==> src/rtl/rs_dsp_macc_pipe.sv <==
// rs_dsp_macc_pipe: pipelined signed/unsigned multiply-accumulate with round/shift/saturate output
module rs_dsp_macc_pipe #(
  parameter int A_WIDTH   = 20,
  parameter int B_WIDTH   = 18,
  parameter int ACC_WIDTH = 64,
  parameter int OUT_WIDTH = 38,
  parameter int IN_REG    = 1,
  parameter int OUT_REG   = 1
) (
  input  logic                 clk,
  input  logic                 lreset,
  input  logic                 in_valid,
  input  logic [A_WIDTH-1:0]   a,
  input  logic [B_WIDTH-1:0]   b,
  input  logic                 unsigned_a,
  input  logic                 unsigned_b,
  input  logic                 load_acc,
  input  logic                 subtract,
  input  logic [5:0]           shift_right,
  input  logic                 round,
  input  logic                 saturate_enable,
  output logic                 out_valid,
  output logic [OUT_WIDTH-1:0] z,
  output logic                 overflow
);
  localparam int W1 = ACC_WIDTH + 1;
  logic [11:0] ctl_in, ctl_r, ctl_i;
  logic [A_WIDTH-1:0] a_r, a_i;
  logic [B_WIDTH-1:0] b_r, b_i;
  logic v_r, v_i, v_m, v_a, v_o;
  logic signed [A_WIDTH:0] ea;
  logic signed [B_WIDTH:0] eb;
  logic signed [ACC_WIDTH-1:0] p_c, p_m, d;
  logic [ACC_WIDTH-1:0] acc;
  logic [9:0] ctl_m;
  logic [7:0] post_a;
  logic [5:0] sh;
  logic signed [ACC_WIDTH:0] t, s;
  logic fits, ov_o;
  logic [OUT_WIDTH-1:0] z_c, z_o;
  assign ctl_in = {unsigned_a, unsigned_b, load_acc, subtract, shift_right, round, saturate_enable};
  // Stage I: optional input register, bypassed when IN_REG is 0
  always_ff @(posedge clk) begin
    if (lreset) v_r <= 1'b0;
    else v_r <= in_valid;
    a_r <= a;
    b_r <= b;
    ctl_r <= ctl_in;
  end
  assign v_i   = IN_REG != 0 ? v_r : in_valid;
  assign a_i   = IN_REG != 0 ? a_r : a;
  assign b_i   = IN_REG != 0 ? b_r : b;
  assign ctl_i = IN_REG != 0 ? ctl_r : ctl_in;
  // Extend each operand by one bit so signed and unsigned both multiply as signed
  always_comb begin
    ea = {~ctl_i[11] & a_i[A_WIDTH-1], a_i};
    eb = {~ctl_i[10] & b_i[B_WIDTH-1], b_i};
    p_c = ACC_WIDTH'(ea) * ACC_WIDTH'(eb);
  end
  // Stage M: product register with its sample's controls
  always_ff @(posedge clk) begin
    if (lreset) v_m <= 1'b0;
    else v_m <= v_i;
    p_m <= p_c;
    ctl_m <= ctl_i[9:0];
  end
  assign d = ctl_m[8] ? -p_m : p_m;
  // Stage A: accumulator and output controls only advance on valid samples
  always_ff @(posedge clk) begin
    if (lreset) begin
      v_a <= 1'b0;
      acc <= '0;
      post_a <= '0;
    end else begin
      v_a <= v_m;
      if (v_m) begin
        acc <= ctl_m[9] ? d : acc + d;
        post_a <= ctl_m[7:0];
      end
    end
  end
  assign sh = post_a[7:2];
  // Round in one extra bit so the bias cannot wrap, then shift and range-check
  always_comb begin
    t = {acc[ACC_WIDTH-1], acc} + ((post_a[1] && sh != 6'd0) ? (W1'(1) << (sh - 6'd1)) : '0);
    s = t >>> sh;
    fits = &s[ACC_WIDTH:OUT_WIDTH-1] | ~|s[ACC_WIDTH:OUT_WIDTH-1];
    z_c = (!fits && post_a[0]) ? (s[ACC_WIDTH] ? {1'b1, {(OUT_WIDTH-1){1'b0}}} : {1'b0, {(OUT_WIDTH-1){1'b1}}}) : s[OUT_WIDTH-1:0];
  end
  // Stage O: optional output register, holds the last result between pulses
  always_ff @(posedge clk) begin
    if (lreset) begin
      v_o <= 1'b0;
      z_o <= '0;
      ov_o <= 1'b0;
    end else begin
      v_o <= v_a;
      if (v_a) begin
        z_o <= z_c;
        ov_o <= ~fits;
      end
    end
  end
  assign out_valid = OUT_REG != 0 ? v_o : v_a;
  assign z         = OUT_REG != 0 ? z_o : z_c;
  assign overflow  = OUT_REG != 0 ? ov_o : ~fits;
endmodule
==> config.mk <==
export PLATFORM = sky130hd
export DESIGN_NAME = rs_dsp_macc_pipe
export DESIGN_NICKNAME = d
export VERILOG_FILES = /design/src/rtl/rs_dsp_macc_pipe.sv
export SDC_FILE = /design/constraint.sdc
export NUM_CORES = 2
export LEC_CHECK = 0
export ABC_AREA = 0
export CORE_ASPECT_RATIO = 1.4
export CORE_MARGIN = 2
export CORE_UTILIZATION = 60
export DETAILED_ROUTE_END_ITERATION = 8
export PLACE_DENSITY = 0.78
export RECOVER_POWER = 100
export SLEW_MARGIN = 20
export SYNTH_ARGS = -nofsm -noshare
export SYNTH_HDL_FRONTEND = slang
export SYNTH_SLANG_ARGS = --single-unit
==> constraint.sdc <==
create_clock -name clk -period 8.7 [get_ports clk]
set_input_delay 1.74 -clock clk [delete_from_list [all_inputs] [get_ports clk]]
set_output_delay 1.74 -clock clk [all_outputs]
set_load 0.05 [all_outputs]
==> impl_metrics.tcl, run 1 <==
set metrics [dict create \
    synth_edf_count 0 \
    synth_top_flop_cell "dfxtp_1" \
    io_buffer_count 92 \
    outcome "did not finish" \
    hpwl_mm 133 \
    rows 106 \
    tool.error "[ERROR GRT-0116] Global routing finished with congestion. Check the congestion regions in the DRC Viewer." \
    routabilityCongestion 1.12 \
    syn_nets 5182 \
    synth.cell_area_um2 35800 \
    initial_core_util_pct 60.3 \
    cts_made_buffers 26 \
    seq_area_frac_synth_pct 12.0 \
    ys_async_sr_fraction_pct 0 \
    grt_overflow 397 \
    die_h_um 293 \
    synth_top_cell_area_share_pct 22.7 \
    postSynthAreaPerCell_um2 8.00 \
    failing_step "global routing (5_1_grt)" \
    h-tree-depth 1 \
    clockBufferDepth 3 \
    ioPinCount 93 \
    grt_usage_pct 77.6 \
    grt_max_degree 60 \
    syn_inst 4479 \
    grt_pass1_vias 50200 \
    cts_sinks 215 \
    synthTopCellsByArea "fa_1, dfxtp_1, ha_1, nand2_1, inv_1" \
    synth.distinct_cells 102 \
    ctsRootBufferMaster "clkbuf_16" \
    grt_first_pass_wirelength_mm 362 \
    holdBufCountCts 0 \
    yosys.area.top_type "fa_1" \
    die_x_um 211 \
    yosys_warnings 0 \
    synth-seq-cells 215 \
]
## timing repair
action,in CTS
setup endpoints to repair,4
buffers inserted,0
gates resized for setup,9
## cells by family after synthesis
group	after synthesis	synth area share, %
and+or+nand+nor	1543	20.4
muxes	134	4.70
buffers and inverters	720	7.77
AOI/OAI and AO/OA	1035	19.4
adders and majority gates	650	31.2
DFF	215	12.0
other	1	0.0105
xor gates and xnor gates	181	4.43
## Yosys cell counts, drive strengths merged (19+ instances only)
master,n
a2111oi,19
a211oi,89
a21o,63
a21oi,286
a311oi,31
a31oi,34
and2,169
and3,29
and4,21
buf,63
clkbuf,211
dfxtp,215
fa,406
ha,244
inv,446
mux2,30
mux2i,80
mux4,24
nand2,563
nand2b,48
nand3,60
nand4,54
nor2,356
nor2b,23
nor3,114
nor4,24
o211ai,46
o21a,27
o21ai,191
o21bai,25
o31ai,25
or3,30
xnor2,134
xor2,47
## per-layer routing
metal,track usage (%),GRT overflow
met1,76.0,3
met2,94.9,219
met3,60.9,7
met4,82.1,165
met5,28.2,3
## stage by stage
stage / std cells / hold WS (ns) / worst slack, ns / cell area (um2)
2_1_floorplan: 4479 / 0.310 / 0.806 / 35800
3_3_place_gp: 5705 / 0.310 / 0.507 / 41600
3_5_place_dp: 5705 / 0.313 / 0.0230 / 41600
4_1_cts: 5753 / 0.327 / 0.00342 / 42500
==> inputs of run 2 (changes only) <==
- CORE_ASPECT_RATIO: 1.4 -> unset
- CORE_UTILIZATION: 60 -> 40
- PLACE_DENSITY: 0.78 -> unset
- PLACE_DENSITY_LB_ADDON: unset -> 0.15
==> run 2 against run 1 <==
  * The flow now finishes, with violations (capacitance limit, slew limit)
  * Synthesized area did not move
  * Synthesized cell count is the same
==> impl_metrics.tcl, run 2 <==
set metrics [dict create \
    timing.rr.start "post_a[5]" \
    r2r_end "z[36]" \
    hold_path_class "reg -> reg" \
    synth-seq-cells 215 \
    p_total_w 0.0135 \
    hold_start "ctl_i[4]" \
    area_growth_syn_to_layout_pct 13.3 \
    setup_violations 0 \
    synth_edf_count 0 \
    syn_nets 5182 \
    cp_num_buf_inv 4 \
    cpPeakStageDelay_ns 0.90 \
    die_h_um 303 \
    cts_made_buffers 28 \
    routabilityCongestion 1.00 \
    crit_path_end_kind "flip-flop" \
    yosys_warnings 0 \
    reg2reg_depth 24 \
    synth.distinct_cells 102 \
    rsz0062_at_grt "no" \
    largest_register "acc" \
    initial_core_util_pct 40.5 \
    cpMaxStageDelayCell "a2111oi_0" \
    grt_overflow 0 \
    ant_nets 0 \
    clockBufferDepth 3 \
    synth_top_cell_area_share_pct 22.7 \
    wl_per_cell_um 20.7 \
    fp.dieArea_um2 92000 \
    postCtsSetupRepairBufs 0 \
    cp.required_ns 9.24 \
    wirelength_mm 121 \
    postSynthAreaPerCell_um2 8.00 \
    ioPinCount 93 \
    cp_common_cell "buf_4" \
    vdd_drop_max_mv 0.489 \
    seq_area_frac_synth_pct 12.0 \
    final_cell_mix "nand2_1, inv_1, fa_1" \
    antenna_found_initial 2 \
    io_buffer_count 92 \
    h-tree-depth 1 \
    maxCapViolations 2 \
    grt_max_degree 75 \
    skew_ns 0.0230 \
    rows 109 \
    path_cells "buf_4, nor2_1, nand2_1, buf_4, nor2_1, ha_1, nand2_1, nor3b_2, nand3_1, a311oi_1, o211a_1, a211oi_1, buf_4, a32oi_1, o221ai_1, a2111oi_0, nor3b_1, or3b_2, nor4_1, nand4b_1, o211a_1, clkbuf_1, a211oi_1, a221o_1" \
    cts_tree "yes" \
    syn_inst 4479 \
    whs_path_depth 0 \
    clkLatencyLatePin_ns 0.61 \
    drt-initial-drc-count 2540 \
    post_drt_via_cell_ratio 5.66 \
    worst_setup_path_start_kind "flip-flop" \
    finalMaxSlewViolations 106 \
    cp_top_family "compound AO/OA/AOI/OAI gates" \
    ys_async_sr_fraction_pct 0 \
    finalCritPeriodShare_pct 95.3 \
    route.detailed.drc 0 \
    core_um2 88500 \
    path_clk_slew_ns 0.06 \
    n_fill_cell 8978 \
    p_per_area_nw_per_um2 331 \
    path_class "reg -> reg" \
    slew_headroom_pct -82.9 \
    leakagePower_nw 18.3 \
    antenna_cells 0 \
    grt_pass1_vias 33100 \
    final_common_cell "nand2_1" \
    tightest_slew_ns 2.74 \
    worstPathArrival_ns 8.83 \
    yosys.area.top_type "fa_1" \
    synth_top_flop_cell "dfxtp_1" \
    cts_sinks 215 \
    finalNetCount 5368 \
    fin_setup_tns_ns 0 \
    drive_above_1_share_pct 10.7 \
    violations "capacitance limit, slew limit" \
    grt_usage_pct 26.2 \
    r2r_setup_slack_ns 0.41 \
    grt_first_pass_wirelength_mm 190 \
    outcome "complete, but fails checks" \
    fin_crit_ns 8.29 \
    post_dp_cell_area_um2 39700 \
    largest_reg_flops 64 \
    ys_top_cells_by_count "nand2_1, inv_1, fa_1, nor2_1, a21oi_1" \
    ctsRootBufferMaster "clkbuf_16" \
    whs_endpoint "ctl_m[4]" \
    fin_area_um2 40600 \
    hpwl_mm 100 \
    synth.cell_area_um2 35800 \
    synth.most_common_cell "nand2_1" \
    crit_path_max_fanout 29 \
    hold_viol 0 \
    vias 33100 \
    first_pass_iters 6 \
    clock.fmax_mhz 121 \
    die_x_um 303 \
    holdBufCountCts 0 \
    synthTopCellsByArea "fa_1, dfxtp_1, ha_1, nand2_1, inv_1" \
]
[run 2: cell counts after synthesis]
Identical to the previous run, type by type.
[run 2: worst max-delay path by stage]
stage,from,endpoint,slack (ns),depth (start not counted)
floorplan,a_i[10],p_m[39],0.81,27
global placement,b_i[1],p_m[39],0.46,27
detailed placement,b_i[1],p_m[39],0.34,27
CTS,b_i[1],p_m[39],0.34,27
global route,b_i[1],p_m[39],0.04,28
finish,post_a[5],z[36],0.41,24
[run 2: cell families after synthesis]
family,Yosys count,share of synthesized area [%]
simple gates,1543,20.4
xor+xnor,181,4.43
buf+inv,720,7.77
fa+ha+maj,650,31.2
other cells,1,0.0105
mux,134,4.70
flops,215,12.0
compound gates,1035,19.4
[run 2: what timing repair did]
action | in CTS | in global routing
resized for setup | 0 | 5
setup endpoints to repair | 0 | 1
hold endpoints to repair | 0 | 0
[run 2: final cells by class]
cell class	count	area (um2)	share of cell area [%]
Clock buffer	35	787	1.94
Tap cell	1165	1460	3.59
Sequential cell	215	4320	10.6
Multi-Input combinational cell	3544	28700	70.8
Inverter	446	1670	4.12
Clock inverter	16	166	0.410
Timing Repair Buffer	430	3470	8.54
[run 2: where the power goes]
group          total [W]  switching [W]  internal, W  leakage, nW
clock network    0.00120       0.000500     0.000701        0.467
logic             0.0108        0.00585      0.00494         16.0
registers        0.00147       0.000160      0.00131         1.78
[run 2: layer usage]
layer	track usage, %	part of all wire (%)	vias to the layer above
met5	0	0	-
met3	2.84	5.5	185
li1	-	-	15800
met1	34.6	44	16100
met2	44.9	47	996
met4	8.50	3.7	0
[run 2: through the flow]
stage          instances  setup WS, ns  hold slack, ns  utilization [%]
2_1_floorplan       4479         0.806           0.310                -
3_3_place_gp        5800         0.457           0.313             44.8
3_5_place_dp        5800         0.344           0.314             44.8
4_1_cts             5851         0.342           0.328             45.9
5_1_grt             5851        0.0421           0.335             45.9
6_report            5851         0.412           0.326             45.9
Note: power is estimated with default switching activity, not from simulation.
